$ cat config.mk
export PLATFORM = sky130hd
export DESIGN_NAME = fifo_fill_arbiter
export DESIGN_NICKNAME = d
export VERILOG_FILES = /design/src/rtl/fifo_fill_arbiter.sv
export SDC_FILE = /design/constraint.sdc
export NUM_CORES = 1
export LEC_CHECK = 0
export CAP_MARGIN = 20
export CORE_MARGIN = 3
export CORE_UTILIZATION = 46
export CTS_BUF_LIST = sky130_fd_sc_hd__clkbuf_8 sky130_fd_sc_hd__clkbuf_16
export DETAILED_ROUTE_END_ITERATION = 8
export HOLD_SLACK_MARGIN = 0.02
export PLACE_DENSITY = 0.76
export SYNTH_ARGS = -nofsm -noshare
export SYNTH_HDL_FRONTEND = slang
export SYNTH_SLANG_ARGS = --single-unit
$ cat constraint.sdc
create_clock -name clk -period 2.1 [get_ports clk]
set_input_delay 0.42 -clock clk [delete_from_list [all_inputs] [get_ports clk]]
set_output_delay 0.42 -clock clk [all_outputs]
set_load 0.1 [all_outputs]
$ cat src/rtl/fifo_fill_arbiter.sv
// Shared-memory read arbiter: fills pixel and weight FIFOs in fixed-length bursts,
// granting the two sources round-robin when both are waiting.
module fifo_fill_arbiter #(
    parameter int unsigned AW    = 16,
    parameter int unsigned BURST = 9,
    parameter int unsigned CW    = 8
) (
    input  logic          clk,
    input  logic          reset,
    input  logic          cfg_load,
    input  logic [AW-1:0] pix_base,
    input  logic [AW-1:0] wt_base,
    input  logic          pix_req,
    input  logic          wt_req,
    input  logic          pix_afull,
    input  logic          wt_afull,
    output logic          mem_rd_en,
    output logic [AW-1:0] mem_addr,
    output logic          pix_fifo_wr_en,
    output logic          wt_fifo_wr_en,
    output logic          grant_pix,
    output logic          busy,
    output logic          burst_done
);

    typedef enum logic [1:0] {IDLE, PIX, WT, DRAIN} state_t;

    localparam logic [CW-1:0] LAST_CNT = CW'(BURST - 1);

    state_t        state_q, state_d;
    logic          pix_pend_q, pix_pend_d;
    logic          wt_pend_q, wt_pend_d;
    logic          last_wt_q, last_wt_d;
    logic [CW-1:0] cnt_q, cnt_d;
    logic [AW-1:0] pix_ptr_q, pix_ptr_d;
    logic [AW-1:0] wt_ptr_q, wt_ptr_d;
    logic          pix_wr_q, pix_wr_d;
    logic          wt_wr_q, wt_wr_d;
    logic          done_q, done_d;

    logic          grant_pix_now, grant_wt_now;
    logic          rd_pix, rd_wt;

    always_ff @(posedge clk or negedge reset) begin
        if (!reset) begin
            state_q <= IDLE;
        end else begin
            state_q <= state_d;
        end
    end

    always_ff @(posedge clk or negedge reset) begin
        if (!reset) begin
            pix_pend_q <= 1'b0;
            wt_pend_q  <= 1'b0;
            last_wt_q  <= 1'b1;
            cnt_q      <= '0;
            pix_ptr_q  <= '0;
            wt_ptr_q   <= '0;
            pix_wr_q   <= 1'b0;
            wt_wr_q    <= 1'b0;
            done_q     <= 1'b0;
        end else begin
            pix_pend_q <= pix_pend_d;
            wt_pend_q  <= wt_pend_d;
            last_wt_q  <= last_wt_d;
            cnt_q      <= cnt_d;
            pix_ptr_q  <= pix_ptr_d;
            wt_ptr_q   <= wt_ptr_d;
            pix_wr_q   <= pix_wr_d;
            wt_wr_q    <= wt_wr_d;
            done_q     <= done_d;
        end
    end

    // Pixel wins a tie only when weight was the most recent grant.
    always_comb begin
        state_d       = state_q;
        grant_pix_now = 1'b0;
        grant_wt_now  = 1'b0;
        case (state_q)
            IDLE: begin
                if (pix_pend_q && (!wt_pend_q || last_wt_q)) begin
                    state_d       = PIX;
                    grant_pix_now = 1'b1;
                end else if (wt_pend_q) begin
                    state_d      = WT;
                    grant_wt_now = 1'b1;
                end
            end
            PIX:     if (rd_pix && (cnt_q == LAST_CNT)) state_d = DRAIN;
            WT:      if (rd_wt && (cnt_q == LAST_CNT)) state_d = DRAIN;
            DRAIN:   state_d = IDLE;
            default: state_d = IDLE;
        endcase
    end

    always_comb begin
        rd_pix         = (state_q == PIX) && !pix_afull;
        rd_wt          = (state_q == WT) && !wt_afull;
        mem_rd_en      = rd_pix || rd_wt;
        mem_addr       = rd_pix ? pix_ptr_q : (rd_wt ? wt_ptr_q : '0);
        grant_pix      = (state_q == PIX) || ((state_q == DRAIN) && !last_wt_q);
        busy           = (state_q != IDLE);
        pix_fifo_wr_en = pix_wr_q;
        wt_fifo_wr_en  = wt_wr_q;
        burst_done     = done_q;
    end

    // A request in the grant cycle re-arms the flag; cfg_load beats the increment.
    always_comb begin
        pix_pend_d = (pix_pend_q && !grant_pix_now) || pix_req;
        wt_pend_d  = (wt_pend_q && !grant_wt_now) || wt_req;
        last_wt_d  = grant_wt_now ? 1'b1 : (grant_pix_now ? 1'b0 : last_wt_q);
        cnt_d      = cnt_q;
        if (rd_pix || rd_wt) begin
            cnt_d = (cnt_q == LAST_CNT) ? '0 : cnt_q + 1'b1;
        end
        pix_ptr_d = cfg_load ? pix_base : (rd_pix ? pix_ptr_q + 1'b1 : pix_ptr_q);
        wt_ptr_d  = cfg_load ? wt_base : (rd_wt ? wt_ptr_q + 1'b1 : wt_ptr_q);
        pix_wr_d  = rd_pix;
        wt_wr_d   = rd_wt;
        done_d    = (state_q == DRAIN);
    end

endmodule

==> flow_metrics.env, run 1 <==
export IMPL_run_status="finished, violations left"
export IMPL_violations="setup timing"
export IMPL_place_area_mm2=0.00391
export IMPL_seq_power_share_pct=27.5
export IMPL_netlist_instances=293
export IMPL_worst_setup_path_end_kind="output pin"
export IMPL_max_clock_path_buffers=2
export IMPL_final_max_slew_viol_count=0
export IMPL_clock_latency_ps=300
export IMPL_syn_mean_instance_area_um2=9.57
export IMPL_comb_power_share_pct=62.0
export IMPL_die_width_um=84.1
export IMPL_grt_setup_unrepaired="true"
export IMPL_final_common_cell="dfrtp_1"
export IMPL_netSwitchingPower_mw=2.33
export IMPL_drt_first_iter_violations=133
export IMPL_postRouteWirelength_um=7940
export IMPL_netlist_top_cells_area="dfrtp_1 (42%), nand2_1 (5.1%), xor2_1 (5.0%)"
export IMPL_swShare_pct=46.8
export IMPL_fin_worst_hold_slack_ps=17.8
export IMPL_tightestPinTransition_ps=423
export IMPL_fin_crit_ps=2210
export IMPL_cts_htree_levels=2
export IMPL_final_setup_worst_slack_ps=-112
export IMPL_pwr_density_cell_mw_per_mm2=1170
export IMPL_synth_top_area_share_pct=41.9
export IMPL_layout_drive_gt1_share_pct=27.3
export IMPL_cap_viol_max_count=0
export IMPL_synth_sequential_area_ratio_pct=42.9
export IMPL_worst_setup_path_type="reg -> out"
export IMPL_fin_area_mm2=0.00426
export IMPL_synth_enable_flop_cells=0
export IMPL_placer_congestion_estimate=0.812
export IMPL_crit_chain="ha_4, nor2b_4, buf_12, clkbuf_16, a22o_4, buf_12"
export IMPL_first_global_vias=2554
export IMPL_dpl_hpwl_um=5470
export IMPL_number_of_buffers_created_by_cts=5
export IMPL_n_fill_cell=379
export IMPL_design_core_area_mm2=0.00571
export IMPL_synth_distinct_cells=54
export IMPL_clkSlewWorstSetupHoldPaths_ps=80
export IMPL_area_growth_pct=51.9
export IMPL_power_leakage_nw=1.85
export IMPL_fp_dieArea_mm2=0.00707
export IMPL_antenna_found_initial=0
export IMPL_final_period_utilization_pct=105
export IMPL_most_common_layout_cells="dfrtp_1 (46), nand2_1 (36), clkdlybuf4s50_1 (36)"
export IMPL_drtAntennaViolNets=0
export IMPL_path_common_cell="buf_12"
export IMPL_yosys_warnings=0
export IMPL_first_pass_iteration_count_of_the_detailed_router=4
export IMPL_diodes=0
export IMPL_final_core_utilization_pct=74.6
export IMPL_num_rows=27
export IMPL_port_buffers=60
export IMPL_grtUsageTotal_pct=21.7
export IMPL_detail_route_drc_violations=0
export IMPL_synth_seq_cells=48
export IMPL_max_vdd_ir_drop_v=0.00108
export IMPL_routed_via_count=2595
export IMPL_cts_hold_buffers_added=0
export IMPL_timing_hold_worst_class="in -> async"
export IMPL_maximum_number_of_pins_on_one_net_before_global_route_repair=28
export IMPL_clockPowerShare_pct=10.6
export IMPL_globalRoute_totalOverflow=0
export IMPL_relSlewSlack_pct=71.5
export IMPL_finalSetupViolations=17
export IMPL_synthDominantAreaCellType="dfrtp_1"
export IMPL_floorplan_io_pins=61
export IMPL_finalNetCount=431
export IMPL_clock_fmax_ghz=0.452
export IMPL_detail_route_wl_per_cell_um=17.4
export IMPL_cp_required_ps=1680
export IMPL_start_kind="register"
export IMPL_mappedNetlistArea_mm2=0.00281
export IMPL_synth_ff_type="dfrtp_1"
export IMPL_clock_sinks=48
export IMPL_ys_async_sr_fraction_pct=100
export IMPL_die_height_um=84.1
export IMPL_cts_tree="done"
export IMPL_final_hold_violation_count=0
export IMPL_viasPerCell=5.69
export IMPL_crit_path_max_cell_delay_ps=460
export IMPL_intPower_mw=2.64
export IMPL_clock_tree_root_cell="clkbuf_8"
export IMPL_worst_ep_arrival_time_ps=1790
export IMPL_crit_path_max_fanout=9
export IMPL_worst_r2r_cell_count=9
export IMPL_start_util_pct=49.1
export IMPL_cpMaxStageDelayCell="dfrtp_2"
export IMPL_wire_length_of_the_first_global_routing_pass_um=12500
export IMPL_finClkSkew_ps=6.68
export IMPL_syn_nets=341
-- path summary, 6_finish.rpt --
check	from	endpoint	slack [ps]
max in group asynchronous	reset	last_wt_q	1450
setup / recovery	state_q[0]	mem_addr[5]	-110
hold / removal	reset	wt_fifo_wr_en	20
setup reg to reg	state_q[0]	cnt_q[5]	110
hold reg to reg	last_wt_q	last_wt_q	540
min in group clk	last_wt_q	last_wt_q	540
-- cell usage after synthesis (3+ instances only) --
cell type,count
clkbuf_1,9
or3_1,3
nand4_1,12
nor3_1,3
ha_1,9
a21o_1,4
and3_1,4
o21ai_0,10
nand3_1,6
inv_2,3
nand2_1,38
or4_1,3
xnor2_1,13
a22o_1,15
nor2_1,9
a31oi_1,5
nand2b_1,3
o21ai_1,23
mux2i_1,4
xor2_1,16
nor4_1,4
dfrtp_1,47
inv_1,10
and2_1,3
-- kinds of logic (layout without fill, tap and decap cells) --
kind of cell / Yosys count / in the layout / share of synthesized area, %
AND/OR/NAND/NOR: 106 / 106 / 21.7
buffers and inverters: 27 / 118 / 4.10
flip-flops: 48 / 48 / 42.9
XOR/XNOR: 29 / 29 / 9.05
adder cells (fa/ha/maj): 9 / 9 / 4.01
multiplexers: 7 / 7 / 2.63
AO/OA/AOI/OAI: 67 / 67 / 15.6
-- stage by stage --
step | std cells | setup TNS, ps | setup WS [ps] | power (mW)
after floorplan | 293 | -1780 | -124 | 3.08
after global placement | 436 | -247 | -37.5 | 3.98
after global routing | 456 | -2380 | -155 | 5.19
final | 456 | -1660 | -112 | 4.97
after CTS | 452 | -630 | -51.6 | 4.84
after detailed placement | 436 | -554 | -116 | 4.04
-- repair_timing --
item | 4_1_cts | 5_1_grt
gates resized for setup | 27 | 5
endpoints found under the setup margin | 17 | 19
pin swaps | 4 | 1
cloned | 1 | 1
buffers inserted | 7 | 3
hold endpoints to repair | 0 | 0
-- registers in the layout, summed over array words and instances, names as in the netlist --
name            count
state_q             2
cnt_q               8
wt_pend_q           1
pix_ptr_q          16
burst_done          1
wt_ptr_q           16
pix_pend_q          1
wt_fifo_wr_en       1
last_wt_q           1
pix_fifo_wr_en      1
-- power groups by stage --
stage	clock network (mW)	registers [mW]	logic [mW]
detailed placement	0	1.35	2.69
CTS	0.527	1.35	2.96
global placement	0	1.34	2.64
floorplan	0	1.41	1.66
global route	0.572	1.39	3.23
finish	0.525	1.36	3.08
-- worst max-delay path, delay by kind of cell, from the launching register on --
| kind | cells | cell delay [ps] |
|---|---|---|
| DFF | 1 | 460 |
| buffers and inverters | 3 | 450 |
| adders and majority gates | 1 | 170 |
| AOI/OAI and AO/OA | 1 | 270 |
| and+or+nand+nor | 1 | 140 |
-- cell type report --
| class | instances | area [um^2] | share of cell area [%] |
|---|---|---|---|
| clock buffer | 5 | 68.8 | 1.61 |
| sequential | 48 | 1200 | 28.2 |
| multi-input combinational | 218 | 1710 | 40.0 |
| inverter | 14 | 55.1 | 1.29 |
| clock inverter | 3 | 11.3 | 0.264 |
| tap | 72 | 90.1 | 2.11 |
| timing repair buffer | 96 | 1130 | 26.5 |
-- routing by layer --
metal | vias to the layer above | track usage [%] | wire, um
met4 | 0 | 5.85 | 158
met1 | 1261 | 28.5 | 3410
li1 | 1239 | - | -
met3 | 13 | 3.06 | 308
met2 | 82 | 37.4 | 4060
met5 | - | 0 | 0
Note: power is estimated with default switching activity, not from simulation.
==> run 2: changes to the inputs <==
--- a/config.mk
+++ b/config.mk
@@ -5,13 +5,14 @@
 export SDC_FILE = /design/constraint.sdc
 export NUM_CORES = 1
 export LEC_CHECK = 0
+export ABC_AREA = 1
 export CAP_MARGIN = 20
 export CORE_MARGIN = 3
-export CORE_UTILIZATION = 46
+export CORE_UTILIZATION = 57
 export CTS_BUF_LIST = sky130_fd_sc_hd__clkbuf_8 sky130_fd_sc_hd__clkbuf_16
 export DETAILED_ROUTE_END_ITERATION = 8
 export HOLD_SLACK_MARGIN = 0.02
-export PLACE_DENSITY = 0.76
+export PLACE_DENSITY = 0.87
 export SYNTH_ARGS = -nofsm -noshare
 export SYNTH_HDL_FRONTEND = slang
 export SYNTH_SLANG_ARGS = --single-unit
==> constraint.sdc (replaced) <==
create_clock -name clk -period 2.7 [get_ports clk]
set_input_delay 0.54 -clock clk [delete_from_list [all_inputs] [get_ports clk]]
set_output_delay 0.54 -clock clk [all_outputs]
set_load 0.1 [all_outputs]
==> flow_metrics.env, run 2 <==
export IMPL_clkSlewWorstSetupHoldPaths_ps=100
export IMPL_synth_seq_cells=48
export IMPL_finalNetCount=550
export IMPL_floorplan_io_pins=61
export IMPL_relSlewSlack_pct=56.0
export IMPL_swShare_pct=50.9
export IMPL_grtUsageTotal_pct=27.5
export IMPL_netlist_top_cells_area="dfrtp_1 (37%), nand2_1 (13%), nand3_1 (10%)"
export IMPL_synth_ff_type="dfrtp_1"
export IMPL_crit_chain="inv_1, ha_1, nand2_2, clkinv_2, nand3_1, o21ai_1, buf_12"
export IMPL_number_of_buffers_created_by_cts=5
export IMPL_max_clock_path_buffers=2
export IMPL_final_common_cell="nand2_1"
export IMPL_worst_setup_path_type="reg -> out"
export IMPL_fp_dieArea_mm2=0.00650
export IMPL_area_growth_pct=29.4
export IMPL_max_vdd_ir_drop_v=0.000902
export IMPL_timing_hold_worst_class="in -> async"
export IMPL_detail_route_wl_per_cell_um=14.5
export IMPL_crit_path_max_fanout=19
export IMPL_clock_fmax_ghz=0.391
export IMPL_netSwitchingPower_mw=1.93
export IMPL_final_core_utilization_pct=78.4
export IMPL_detail_route_drc_violations=0
export IMPL_synth_sequential_area_ratio_pct=37.9
export IMPL_finalSetupViolations=0
export IMPL_most_common_layout_cells="nand2_1 (113), nand3_1 (64), inv_1 (54)"
export IMPL_synth_enable_flop_cells=0
export IMPL_cpMaxStageDelayCell="dfrtp_1"
export IMPL_routed_via_count=3258
export IMPL_die_width_um=80.6
export IMPL_globalRoute_totalOverflow=0
export IMPL_synthDominantAreaCellType="dfrtp_1"
export IMPL_comb_power_share_pct=56.0
export IMPL_pwr_density_cell_mw_per_mm2=922
export IMPL_worst_ep_arrival_time_ps=2020
export IMPL_port_buffers=60
export IMPL_maximum_number_of_pins_on_one_net_before_global_route_repair=35
export IMPL_diodes=0
export IMPL_syn_nets=490
export IMPL_netlist_instances=442
export IMPL_design_power_total_mw=3.79
export IMPL_antenna_found_initial=0
export IMPL_mappedNetlistArea_mm2=0.00318
export IMPL_syn_mean_instance_area_um2=7.18
export IMPL_crit_path_max_cell_delay_ps=420
export IMPL_yosys_warnings=0
export IMPL_clock_tree_root_cell="clkbuf_8"
export IMPL_final_max_slew_viol_count=0
export IMPL_num_rows=26
export IMPL_seq_power_share_pct=29.4
export IMPL_fin_crit_ps=2560
export IMPL_worst_setup_path_end_kind="output pin"
export IMPL_ys_top_cells_by_count="nand2_1 (113), nand3_1 (64), inv_1 (54)"
export IMPL_layout_drive_gt1_share_pct=12.1
export IMPL_n_fill_cell=377
export IMPL_start_util_pct=60.6
export IMPL_final_hold_violation_count=0
export IMPL_clock_sinks=48
export IMPL_cp_required_ps=2160
export IMPL_clock_latency_ps=310
export IMPL_fin_worst_hold_slack_ps=239
export IMPL_intPower_mw=1.86
export IMPL_synth_top_area_share_pct=37.0
export IMPL_first_global_vias=3034
export IMPL_synth_distinct_cells=36
export IMPL_placer_congestion_estimate=0.926
export IMPL_clockPowerShare_pct=14.6
export IMPL_ys_async_sr_fraction_pct=100
export IMPL_design_core_area_mm2=0.00524
export IMPL_first_pass_iteration_count_of_the_detailed_router=6
export IMPL_viasPerCell=5.69
export IMPL_tightestPinTransition_ps=660
export IMPL_dpl_hpwl_um=6330
export IMPL_drtAntennaViolNets=0
export IMPL_cts_htree_levels=2
export IMPL_cap_viol_max_count=0
export IMPL_run_status="complete, no violations"
export IMPL_most_common_cell_in_the_netlist="nand2_1"
export IMPL_start_kind="register"
export IMPL_register_cell_area_after_layout_mm2=0.00120
export IMPL_finClkSkew_ps=12.1
export IMPL_power_leakage_nw=1.93
export IMPL_final_period_utilization_pct=94.8
export IMPL_postRouteWirelength_um=8320
export IMPL_layout_top_registers="pix_ptr_q: 16 flops, wt_ptr_q: 16 flops, cnt_q: 8 flops"
export IMPL_wire_length_of_the_first_global_routing_pass_um=13900
export IMPL_drt_first_iter_violations=301
export IMPL_grt_setup_unrepaired="false"
export IMPL_setup_tns_final_ps=0
export IMPL_die_height_um=80.6
export IMPL_count_of_buffers_added_by_post_cts_timing_repair_for_setup=0
export IMPL_cts_tree="done"
export IMPL_multiInputGateArea_mm2=0.00168
## run 2: cell count changes after synthesis, moves of 13 or more
| cell | previous run | this run |
|---|---|---|
| a22o_1 | 15 | 1 |
| inv_1 | 10 | 54 |
| nand2_1 | 38 | 113 |
| nand3_1 | 6 | 64 |
| nor2_1 | 9 | 27 |
| o21ai_0 | 10 | 28 |
| o21ai_1 | 23 | 10 |
## run 2: stage by stage
step,cells,setup slack (ps),cell area [um^2]
finish,573,141,4110
global route,573,10.4,4110
CTS,573,122,4110
detailed placement,565,205,3990
global placement,565,244,3990
floorplan,442,-296,3180
## run 2: path summary, 6_finish.rpt
path,slack (ps),cells past startpoint,from,endpoint
worst min-delay path,240,1,reset,wt_pend_q
worst max register to register,730,9,state_q[1],pix_ptr_q[12]
min in group clk,520,1,pix_pend_q,pix_pend_q
worst max-delay path,140,7,state_q[0],mem_addr[5]
max in group asynchronous,1840,2,reset,pix_ptr_q[10]
worst min register to register,520,1,pix_pend_q,pix_pend_q
## run 2: worst max-delay path: cells and delay by family (launching register included)
kind	cells	cell delay, ps
buffers and inverters	3	560
AO/OA/AOI/OAI	1	140
adder cells (fa/ha/maj)	1	230
flip-flops	1	420
AND/OR/NAND/NOR	2	340
## run 2: power groups by stage
stage               Combinational (mW)  Sequential (mW)  Clock, mW
floorplan                         1.43             1.16          0
global placement                  2.06             1.11          0
detailed placement                2.12             1.12          0
CTS                               2.12             1.11      0.555
global route                      2.28             1.14      0.589
finish                            2.12             1.11      0.553
## run 2: cells by family after synthesis
| logic type | Yosys count | share of synthesized area, % |
|---|---|---|
| fa+ha+maj | 9 | 3.55 |
| simple gates | 236 | 34.4 |
| buf+inv | 73 | 9.18 |
| xor+xnor | 14 | 3.86 |
| flops | 48 | 37.9 |
| compound gates | 62 | 11.2 |
## run 2: what timing repair did
action / in CTS / in global routing
hold buffers: 0 / 0
resized for setup: 0 / 1
endpoints found under the setup margin: 0 / 3
endpoints found under the hold margin: 0 / 0
## run 2: routing by layer
metal	vias up	global-route usage, %	share of wire [%]
met1	1515	34.3	39
met4	0	9.29	1.9
li1	1559	-	-
met3	20	4.93	8.6
met5	-	0	0
met2	164	47.6	50
## run 2: cell type report
| cell class | instances | share of cell area, % |
|---|---|---|
| inverter | 62 | 5.76 |
| multi-input combinational | 321 | 40.9 |
| clock buffer | 5 | 1.68 |
| timing repair buffer | 64 | 19.1 |
| clock inverter | 3 | 1.16 |
| sequential | 48 | 29.3 |
| tap | 70 | 2.13 |
==> RTL edit (flow settings as in run 1) <==
Re-encode `state_t` (4 states) as one-hot, 4 bits wide.
--- a/src/rtl/fifo_fill_arbiter.sv
+++ b/src/rtl/fifo_fill_arbiter.sv
@@ -25,3 +25,3 @@
 
-    typedef enum logic [1:0] {IDLE, PIX, WT, DRAIN} state_t;
+    typedef enum logic [3:0] {IDLE = 4'b0001, PIX = 4'b0010, WT = 4'b0100, DRAIN = 4'b1000} state_t;
 
Function: same outputs for any inputs over 10 cycles, from zero or initial values and one cycle with reset low; not proved beyond that.
==> RTL edit against run 1 <==
The run still ends with negative setup slack left. Final area increased by 1.4%. First-iteration DRC count increased by 120%. Sequential cell count increased by 2. Routed wire length increased by 6.7%. Critical path type unchanged. Critical endpoint unchanged. Synthesized cell count increased by 6.8%. Power decreased by 22%. Final cell count increased by 4.4%. Clock skew about the same. Largest cell class unchanged. Area after synthesis increased by 1.5%. Worst setup slack got worse by 0.21 ns.
==> RTL edit: results (changes against run 1) <==
grt_pass1_vias: 2646  # was 2554
detailed_place_hpwl_um: 5600  # was 5470 um
tns_ns: -5.01  # was -1.66 ns
post_cts_resized: 11  # was 27
placed_cell_area_sq_mm: 0.00401  # was 0.00391 sq mm
violations: "negative setup slack"  # unchanged
cp_max_fo: 12  # was 9
use_met2: 0.391  # was 0.374
p_sw_mw: 1.60  # was 2.33 mW
vias: 2776  # was 2595
met3_usage: 0.0255  # was 0.0306
grt_max_degree: 51  # was 28
reg2reg_slack_ns: -0.08  # was 0.11 ns
netlist_top_cells_area: "dfrtp_1, xnor2_1, nand2_1"  # was dfrtp_1, nand2_1, xor2_1
drt_wl_total_um: 8470  # was 7940 um
p_leak_nw: 1.80  # was 1.85 nW
synth-seq-cells: 50  # was 48
status: "finished with violations"  # unchanged
p_clk_mw: 0.693  # was 0.525 mW
r2r-end: "pix_ptr_q[12]"  # was cnt_q[5]
num-multi-input-gates: 235  # was 218
setup_violations: 19  # was 17
final_nets: 443  # was 431
cp_slowest_cell: "or4b_4"  # was dfrtp_2
postCtsSetupBuffers: 3  # was 7
wl_met2_um: 4190  # was 4060 um
finalWorstSetupSlack_ns: -0.325  # was -0.112 ns
grt_pass1_wl_um: 13400  # was 12500 um
drive_gt1_frac: 0.267  # was 0.273
rr_startpoint: "state_q[3]"  # was state_q[0]
-- RTL edit: logic make-up after synthesis --
group,synth area share
mux,0.0255
fa+ha+maj,0.0176
simple gates,0.259
flops,0.440
xor+xnor,0.0738
buf+inv,0.0374
compound gates,0.146
-- RTL edit: worst max-delay path by stage --
| stage | slack [ns] | depth (start not counted) | endpoint |
|---|---|---|---|
| CTS | -0.28 | 5 | mem_addr[5] |
| finish | -0.32 | 5 | mem_addr[5] |
| global placement | -0.11 | 5 | pix_ptr_q[12] |
| floorplan | -0.12 | 5 | mem_addr[10] |
| global route | -0.36 | 5 | mem_addr[2] |
| detailed placement | -0.16 | 5 | pix_ptr_q[12] |
-- RTL edit: metrics by stage --
| stage | hold slack, ns | setup slack [ns] |
|---|---|---|
| final | 0.205 | -0.325 |
| after CTS | 0.234 | -0.276 |
| after global placement | 0.464 | -0.111 |
| after global routing | 0.253 | -0.365 |
| after floorplan | 0.124 | -0.122 |
| after detailed placement | 0.473 | -0.159 |
